==> src/rtl/vga_timing_ctrl_pkg.sv <==
`default_nettype none
// ============================================================================
// Module      : vga_timing_ctrl_pkg
// Description : Shared 640x480@60 VGA timing constants and types. The video
//               timing block and the page renderers both take their
//               geometry from here.
// Revision    : 1.0 - initial release
// ============================================================================
package vga_timing_ctrl_pkg;

    // Horizontal timing, in pixel clocks (25 MHz)
    localparam int VGA_H_SYNC     = 96;
    localparam int VGA_H_BACK     = 48;
    localparam int VGA_H_ACTIVE   = 640;
    localparam int VGA_H_FRONT    = 16;

    // Vertical timing, in lines
    localparam int VGA_V_SYNC     = 2;
    localparam int VGA_V_BACK     = 33;
    localparam int VGA_V_ACTIVE   = 480;
    localparam int VGA_V_FRONT    = 10;

    // Visible raster, shared with the page renderers
    localparam int VGA_WIDTH      = VGA_H_ACTIVE;
    localparam int VGA_HEIGHT     = VGA_V_ACTIVE;

    // Default blink half-period exponent (frames)
    localparam int VGA_BLINK_LOG2 = 5;

    // Datapath widths
    localparam int CNT_W          = 10;
    localparam int RGB_W          = 16;

    // Raw sync pair travelling down the delay pipeline
    typedef struct packed {
        logic hs;
        logic vs;
    } sync_pair_t;

endpackage
`default_nettype wire

==> src/rtl/vga_timing_ctrl_sync_delay.sv <==
`default_nettype none
// ============================================================================
// Module      : sync_delay
// Description : Parameterised STAGES-deep, WIDTH-wide shift register used to
//               align raw sync/enable decodes with the pixel data path.
// Revision    : 1.0 - initial release
// ============================================================================
module sync_delay #(
    parameter int STAGES = 2,
    parameter int WIDTH  = 1
) (
    input  logic             vga_clk,
    input  logic             sys_rst_n,
    input  logic [WIDTH-1:0] din_i,
    output logic [WIDTH-1:0] dout_o
);

    logic [WIDTH-1:0] stage_q [STAGES];

    // Shift the input through the stages; all stages clear on reset
    always_ff @(posedge vga_clk or negedge sys_rst_n) begin
        if (!sys_rst_n) begin
            for (int i = 0; i < STAGES; i++) begin
                stage_q[i] <= '0;
            end
        end else begin
            stage_q[0] <= din_i;
            for (int i = 1; i < STAGES; i++) begin
                stage_q[i] <= stage_q[i-1];
            end
        end
    end

    assign dout_o = stage_q[STAGES-1];

endmodule
`default_nettype wire

==> src/rtl/vga_timing_ctrl.sv <==
`default_nettype none
// ============================================================================
// Module      : vga_timing_ctrl
// Description : VGA raster timing generator. Issues pixel requests to the
//               page renderer, receives the pixel one cycle later and drives
//               hsync/vsync/rgb aligned two cycles after the request.
//               Also produces a frame-origin pulse and a slow blink bit.
// Revision    : 1.0 - initial release
// ============================================================================
module vga_timing_ctrl
    import vga_timing_ctrl_pkg::*;
#(
    parameter int H_SYNC     = VGA_H_SYNC,
    parameter int H_BACK     = VGA_H_BACK,
    parameter int H_ACTIVE   = VGA_H_ACTIVE,
    parameter int H_FRONT    = VGA_H_FRONT,
    parameter int V_SYNC     = VGA_V_SYNC,
    parameter int V_BACK     = VGA_V_BACK,
    parameter int V_ACTIVE   = VGA_V_ACTIVE,
    parameter int V_FRONT    = VGA_V_FRONT,
    parameter int BLINK_LOG2 = VGA_BLINK_LOG2
) (
    input  logic             vga_clk,
    input  logic             sys_rst_n,
    input  logic [15:0]      pix_data,
    output logic [9:0]       pix_x,
    output logic [9:0]       pix_y,
    output logic             pix_valid,
    output logic             hsync,
    output logic             vsync,
    output logic [15:0]      rgb,
    output logic             frame_start,
    output logic             blink
);

    localparam int H_TOTAL = H_SYNC + H_BACK + H_ACTIVE + H_FRONT;
    localparam int V_TOTAL = V_SYNC + V_BACK + V_ACTIVE + V_FRONT;

    // Counter limits and active window bounds, all unsigned
    localparam logic [CNT_W-1:0] H_MAX    = CNT_W'(H_TOTAL - 1);
    localparam logic [CNT_W-1:0] V_MAX    = CNT_W'(V_TOTAL - 1);
    localparam logic [CNT_W-1:0] H_SYNC_C = CNT_W'(H_SYNC);
    localparam logic [CNT_W-1:0] V_SYNC_C = CNT_W'(V_SYNC);
    localparam logic [CNT_W-1:0] H_ACT_LO = CNT_W'(H_SYNC + H_BACK);
    localparam logic [CNT_W-1:0] H_ACT_HI = CNT_W'(H_SYNC + H_BACK + H_ACTIVE - 1);
    localparam logic [CNT_W-1:0] V_ACT_LO = CNT_W'(V_SYNC + V_BACK);
    localparam logic [CNT_W-1:0] V_ACT_HI = CNT_W'(V_SYNC + V_BACK + V_ACTIVE - 1);

    logic [CNT_W-1:0]    cnt_h_q, cnt_h_d;
    logic [CNT_W-1:0]    cnt_v_q, cnt_v_d;
    logic [BLINK_LOG2:0] blink_cnt_q, blink_cnt_d;
    logic                frame_start_q, frame_start_d;
    logic [RGB_W-1:0]    rgb_q, rgb_d;

    logic                h_wrap;
    logic                h_act, v_act;
    sync_pair_t          sync_raw, sync_dly;
    logic                de_dly1;

    // Next-state for the raster counters; cnt_v only moves on a line wrap
    always_comb begin
        h_wrap  = (cnt_h_q == H_MAX);
        cnt_h_d = h_wrap ? '0 : cnt_h_q + CNT_W'(1);
        cnt_v_d = cnt_v_q;
        if (h_wrap) begin
            cnt_v_d = (cnt_v_q == V_MAX) ? '0 : cnt_v_q + CNT_W'(1);
        end
    end

    // Active-area decode and pixel request address straight off the counters
    always_comb begin
        h_act     = (cnt_h_q >= H_ACT_LO) && (cnt_h_q <= H_ACT_HI);
        v_act     = (cnt_v_q >= V_ACT_LO) && (cnt_v_q <= V_ACT_HI);
        pix_valid = h_act && v_act;
        pix_x     = pix_valid ? (cnt_h_q - H_ACT_LO) : '0;
        pix_y     = pix_valid ? (cnt_v_q - V_ACT_LO) : '0;
        sync_raw.hs = (cnt_h_q < H_SYNC_C);
        sync_raw.vs = (cnt_v_q < V_SYNC_C);
    end

    // Frame pulse follows the origin by one cycle; blink counter steps with it
    // so blink changes on the same cycle the frame_start pulse is seen
    always_comb begin
        frame_start_d = (cnt_h_q == '0) && (cnt_v_q == '0);
        blink_cnt_d   = frame_start_d ? blink_cnt_q + (BLINK_LOG2 + 1)'(1)
                                      : blink_cnt_q;
        // pix_data returns one cycle after its request, matching de_dly1
        rgb_d         = de_dly1 ? pix_data : '0;
    end

    // State registers; everything clears asynchronously on reset
    always_ff @(posedge vga_clk or negedge sys_rst_n) begin
        if (!sys_rst_n) begin
            cnt_h_q       <= '0;
            cnt_v_q       <= '0;
            blink_cnt_q   <= '0;
            frame_start_q <= 1'b0;
            rgb_q         <= '0;
        end else begin
            cnt_h_q       <= cnt_h_d;
            cnt_v_q       <= cnt_v_d;
            blink_cnt_q   <= blink_cnt_d;
            frame_start_q <= frame_start_d;
            rgb_q         <= rgb_d;
        end
    end

    // hs/vs travel two stages to line up with the registered rgb
    sync_delay #(
        .STAGES (2),
        .WIDTH  ($bits(sync_pair_t))
    ) u_sync_dly (
        .vga_clk   (vga_clk),
        .sys_rst_n (sys_rst_n),
        .din_i     (sync_raw),
        .dout_o    (sync_dly)
    );

    // Data enable takes one stage here; the rgb register is its second stage
    sync_delay #(
        .STAGES (1),
        .WIDTH  (1)
    ) u_de_dly (
        .vga_clk   (vga_clk),
        .sys_rst_n (sys_rst_n),
        .din_i     (pix_valid),
        .dout_o    (de_dly1)
    );

    assign hsync       = ~sync_dly.hs;
    assign vsync       = ~sync_dly.vs;
    assign rgb         = rgb_q;
    assign frame_start = frame_start_q;
    assign blink       = blink_cnt_q[BLINK_LOG2];

endmodule
`default_nettype wire

==> config.mk <==
export PLATFORM = sky130hd
export DESIGN_NAME = vga_timing_ctrl
export DESIGN_NICKNAME = d
export VERILOG_FILES = /design/src/rtl/vga_timing_ctrl_pkg.sv /design/src/rtl/vga_timing_ctrl_sync_delay.sv /design/src/rtl/vga_timing_ctrl.sv
export SDC_FILE = /design/constraint.sdc
export NUM_CORES = 1
export LEC_CHECK = 0
export BUFFER_PORTS_ARGS = -buffer_cell sky130_fd_sc_hd__buf_2
export CAP_MARGIN = 25
export CORE_AREA = 2 2 52 90
export CTS_BUF_LIST = sky130_fd_sc_hd__clkbuf_2 sky130_fd_sc_hd__clkbuf_4 sky130_fd_sc_hd__clkbuf_8
export DETAILED_ROUTE_END_ITERATION = 10
export DIE_AREA = 0 0 54 92
export PLACE_DENSITY = 0.9
export SYNTH_ARGS = -nofsm -noshare
export SYNTH_HDL_FRONTEND = slang
export SYNTH_SLANG_ARGS = --single-unit
==> constraint.sdc <==
create_clock -name vga_clk -period 5 [get_ports vga_clk]
set_input_delay 0.5 -clock vga_clk [delete_from_list [all_inputs] [get_ports vga_clk]]
set_output_delay 0.5 -clock vga_clk [all_outputs]
set_load 0.005 [all_outputs]
# Word level (Yosys, flattened, before mapping)

Index checks and enable logic that the tools add are counted.

Flip-flop bits (word level): 48
Bits of input ports: 18
Output and inout port bits: 41
Logic and storage cells: 34

Add/subtract/negate cells: 5
Order comparisons: 6
Equality and inequality tests: 2
Multiplexer cells: 5
Bitwise gates (word level): 2
Reduce and logical (&&, ||, !) cells: 6

Operator list:

| cell                    | number |
|---|---|
| $mux W10                | 4 |
| $add A10 B1 Y10 const B | 2 |
| $eq A10 B10 Y1 const B  | 2 |
| $le A10 B10 Y1 const B  | 2 |
| $logic_not A10 Y1       | 2 |
| $mux W16                | 1 |
| $ge A10 B6 Y1 const B   | 1 |
| $ge A10 B8 Y1 const B   | 1 |
| $lt A10 B2 Y1 const B   | 1 |
| $lt A10 B7 Y1 const B   | 1 |
| $sub A10 B6 Y10 const B | 1 |
| $sub A10 B8 Y10 const B | 1 |
| $add A6 B1 Y6 const B   | 1 |
| $logic_and A1 B1 Y1     | 4 |
| $not A1 Y1              | 2 |

# Depth between registers and ports, before layout

Depth after elaboration: 4
Depth in mapped cells: 9
Gate-level depth less buffers: 7

# Cells and area by module

From an unflattened synthesis, not the netlist that was laid out.

Cell total of the unflattened synthesis: 251
Area total of the unflattened synthesis: 2,618.8 µm²

Modules (own cells, without submodules):

| module                   | instances | cells each | area each (µm²) | sequential area each (µm²) |
|---|---|---|---|---|
| vga_timing_ctrl          | 1         | 244        | 2,478.6         | 1,076.0 |
| sync_delay at u_sync_dly | 1         | 6          | 115.1           | 100.1 |
| sync_delay at u_de_dly   | 1         | 1          | 25.0            | 25.0 |

# Least setup slack after synthesis

Ideal clock, no wire load.

Path kind: reg-to-output
Start: register cnt_v_q[6]
End: output pix_y[5]
Arrival time: 1,831 ps
Required time: 4,500 ps
Slack: 2,669 ps
Cell stages (with the launch flop): 7
Buffers on the path: 2
Path through: dfrtp_1 -> buf_6 -> or4_4 -> o31ai_1 -> nand4_1 -> clkbuf_1 -> nor3_1

Word-level cells in the longest chain between the ends: 4
Elaborated cells on any way between the ends: 5
Classes of those cells: 2 x order compare; 1 x mux; 2 x reduce/logical

Ends and longest elaborated chain:

| element                                         | RTL line               | RTL |
|---|---|---|
| start, declared                                 | vga_timing_ctrl.sv:50  | `logic [CNT_W-1:0] cnt_v_q, cnt_v_d;` |
| start signal, assigned                          | vga_timing_ctrl.sv:101 | `cnt_v_q <= cnt_v_d;` |
| $ge A10 B6 Y1 or $le A10 B10 Y1 (tied branches) | vga_timing_ctrl.sv:73  | `v_act = (cnt_v_q >= V_ACT_LO) && (cnt_v_q <= V_ACT_HI);` |
| $logic_and A1 B1 Y1 (*)                         | vga_timing_ctrl.sv:73  |  |
| $logic_and A1 B1 Y1 (*)                         | vga_timing_ctrl.sv:74  | `pix_valid = h_act && v_act;` |
| $mux W10 (*)                                    | vga_timing_ctrl.sv:76  | `pix_y = pix_valid ? (cnt_v_q - V_ACT_LO) : '0;` |
| end, declared                                   | vga_timing_ctrl.sv:27  | `output logic [9:0] pix_y,` |

Mark *: on every way between the ends. The rest lies on a longest branch, timed or not.

# Worst setup path in the final report

Start: register cnt_v_q[6]
End: output pix_x[7]

Word-level cells in the longest chain between the ends: 4
Elaborated cells on any way between the ends: 5
Classes of those cells: 2 x order compare; 1 x mux; 2 x reduce/logical

Ends and longest elaborated chain:

| element                                         | RTL line              | RTL |
|---|---|---|
| $ge A10 B6 Y1 or $le A10 B10 Y1 (tied branches) | vga_timing_ctrl.sv:73 |  |
| $logic_and A1 B1 Y1 (*)                         | vga_timing_ctrl.sv:73 |  |
| $logic_and A1 B1 Y1 (*)                         | vga_timing_ctrl.sv:74 |  |
| $mux W10 (*)                                    | vga_timing_ctrl.sv:75 | `pix_x = pix_valid ? (cnt_h_q - H_ACT_LO) : '0;` |
| end, declared                                   | vga_timing_ctrl.sv:26 | `output logic [9:0] pix_x,` |

Marked as above.

==> flow_summary_export.csv <==
group,metric,value,unit
cts,clk_path_buf_depth,2,
detailed_routing,routed_wl,4.84,mm
timing,rsz0062_at_grt,"false",
synthesis,synth_top_family_by_area,"simple AND/OR/NAND/NOR gates",
cts,cts-root-buf,"clkbuf_8",
synthesis,synth-xor-area-share,0.0829,
timing,layout_min_cycle_time,3.33,ns
finish,diodes,0,
synthesis,synth_top_area_frac,0.494,
grt,use_met3,0.0342,
worst_setup_path,crit_arrival,2.83,ns
power_and_ir_drop,power.internal,506,uW
placement,pre_cts_ws,1.96,ns
grt,antenna_found_initial,0,
timing,fin_tns_setup,0,ns
worst_setup_path,cp-end-kind,"output port",
synthesis,netlist_area,2430,um^2
grt,gr-usage-met2,0.373,
cts,clock_latency,0.30,ns
power_and_ir_drop,leakage,1.50,nW
synthesis,synth_fa_ha_area_frac,0.0515,
synthesis,synth-edff-count,0,
timing,finalWorstSetupSlack,1.67,ns
grt,grt_pass1_vias,1888,
detailed_routing,drt_iter0_markers,43,
worst_setup_path,start_kind,"register",
timing,whs,0.0142,ns
floorplanning,die_area,4970,um^2
cts,post-cts-setup-buffers,0,
placement,dp_hpwl,3.44,mm
grt,top_usage_layer,"met2",
placement,io_buffers,58,
cts,cts_resized,0,
timing,hold_viol_final,0,
flow_run,maxCapViolCount,0,
synthesis,synth_most_common_cell,"dfrtp_1",
floorplanning,core_area,4320,um^2
placement,gp_congestion,0.884,
power_and_ir_drop,power.switching,138,uW
finish,fillerInstances,376,
worst_setup_path,critPathKind,"register to output port",
detailed_routing,drc,0,
synthesis,post_synth_num_cell_types,38,
synthesis,synth_simple_gate_area_frac,0.243,
synthesis,synthFlopType,"dfrtp_1",
synthesis,seq_area_frac_synth,0.494,
grt,grt_pass1_wl,8.17,mm
synthesis,yosys_warnings,0,
synthesis,synth_compound_area_frac,0.0664,
timing,slew_viol_final,0,
floorplanning,fp.dieW,54,um
worst_setup_path,r2r-start,"cnt_v_q[6]$_DFFE_PN0N_",
timing,fmaxAchievable,0.300,GHz
floorplanning,rows,32,
worst_setup_path,reg2regPathDepth,4,
cts,clk_pin_slew,0.09,ns
synthesis,yosys-top-cells-area,"dfrtp_1 49%, xnor2_1 6.1%, ha_1 5.1%",
placement,dpl.cell_count,340,
worst_hold_path,hp-class,"input pin to async pin",
worst_setup_path,regToRegEndpoint,"u_de_dly.dout_o$_DFF_PN0_",
power_and_ir_drop,pwr-share-comb,0.023,
grt,grt_overflow_total,0,
cts,cts_buffers,5,
detailed_routing,drt_first_pass_iters,4,
timing,tightestPinTransition,0.859,ns
synthesis,synth_top_area_cell,"dfrtp_1",
detailed_routing,avgRoutedWirePerCell,13.9,um
cts,htree_levels,2,
synthesis,ys_top_cells_by_count,"48 x dfrtp_1, 31 x nor2_1, 18 x and2_1",
finish,nets,325,
worst_setup_path,crit_path_max_fanout,21,
synthesis,ys_seq_elements,48,
cts,cts.sinks,48,
outcome,outcome,"completed",
synthesis,syn_avg_cell_area,9.80,um^2
grt,grt_use_total,0.214,
cts,cts_tree,"built",
floorplanning,die_height,92,um
timing,skew,0.00486,ns
grt,grt_max_degree,49,
synthesis,synth_cells,248,
timing,fin_crit_sh,0.667,
timing,relSlewSlack,0.426,
power_and_ir_drop,seqPwrFrac,0.603,
finish,final_layout_size_suffix_gt1_frac,0.245,
finish,final_core_util,0.653,
timing,setup_viol,0,
cts,holdBufCountCts,0,
worst_setup_path,regToRegSetupSlack,2.62,ns
floorplanning,start_util,0.562,
floorplanning,ios,59,
detailed_routing,vias,1917,
finish,syn_to_final_growth,16.2,%
synthesis,synth_nets,276,
synthesis,async_flop_share,1.00,
power_and_ir_drop,p_clk_frac,0.374,
power_and_ir_drop,ir_drop,0.166,mV
worst_setup_path,cp.required,4.50,ns
power_and_ir_drop,power_density,228,nW/um^2
finish,final_cells,349,
grt,use_met1,0.251,
detailed_routing,drtAntennaViolNets,0,
synthesis,muxShareOfSynthArea,0.00926,
power_and_ir_drop,switching_share,0.214,
detailed_routing,via_per_inst,5.49,
[routing by layer]
| metal | share of wire | routed length, um |
|---|---|---|
| met3 | 0.068 | 328 |
| met2 | 0.53 | 2560 |
| met1 | 0.39 | 1870 |
| met5 | 0 | 0 |
| met4 | 0.017 | 82 |
[flip-flops by register name, summed over array words and instances, names as in the netlist]
register            cells
u_de_dly.dout_o         1
u_sync_dly.stage_q      2
cnt_h_q                10
blink_cnt_q             6
frame_start             1
cnt_v_q                10
u_sync_dly.dout_o       2
rgb                    16
[worst max-delay path, stage by stage (launching register included)]
cell     delay (ns)
dfrtp_1        0.49
or4_4          0.57
o31ai_1        0.24
nand4_1        0.71
nor3_1         0.36
buf_2          0.16
[power groups by stage]
stage                     clock network [mW]  logic (mW)  registers [mW]
after CTS                              0.247      0.0137           0.388
after global routing                   0.258      0.0172           0.388
after floorplan                            0  0.00000681           0.396
after global placement                     0      0.0133           0.396
after detailed placement                   0      0.0137           0.396
final                                  0.241      0.0150           0.388
[kinds of logic (layout without fill, tap and decap cells)]
logic type / count (synthesis) / in the layout
simple gates: 110 / 110
compound gates: 25 / 25
mux: 2 / 2
fa+ha+maj: 10 / 10
flops: 48 / 48
buf+inv: 30 / 80
xor+xnor: 23 / 23
[metrics by stage]
stage / cell area, um^2 / power, mW
CTS: 2800 / 0.648
finish: 2820 / 0.644
global route: 2820 / 0.663
detailed placement: 2710 / 0.409
floorplan: 2430 / 0.396
global placement: 2710 / 0.409
[worst max-delay path by stage]
stage	end	startpoint	cells after the start
2_1_floorplan	pix_y[5]	cnt_v_q[6]$_DFFE_PN0N_	6
3_3_place_gp	pix_x[7]	cnt_v_q[6]$_DFFE_PN0N_	5
3_5_place_dp	pix_y[5]	cnt_v_q[6]$_DFFE_PN0N_	5
6_report	pix_x[7]	cnt_v_q[6]$_DFFE_PN0N_	5
4_1_cts	pix_y[5]	cnt_v_q[6]$_DFFE_PN0N_	5
5_1_grt	pix_x[5]	cnt_h_q[0]$_DFF_PN0_	7
[layout by cell type (no fill, tap or decap), drive strengths merged, types with 2 or more instances in the layout]
master and count:
buf 59, mux2 2, dfrtp 48, ha 10, inv 13, a21o 2, xor2 6, or4 2
nor4 7, o21ai 10, and2 18, clkbuf 6, and3 4, nand2 17, nor2 31, nand4 6
nand3 9, nor3 7, o311ai 2, or3 3, nor2b 2, a21oi 2, o31ai 3, and4 2
clkinvlp 2, xnor2 17
[layout make-up]
cell class | count | area (um^2) | area share
Tap cell | 51 | 63.8 | 0.0226
Clock inverter | 2 | 15.0 | 0.00532
Multi-Input combinational cell | 170 | 1100 | 0.390
Timing Repair Buffer | 59 | 310 | 0.110
Sequential cell | 48 | 1200 | 0.425
Inverter | 13 | 48.8 | 0.0173
Clock buffer | 6 | 82.6 | 0.0292
No activity file was read; power rests on OpenSTA's default activity.
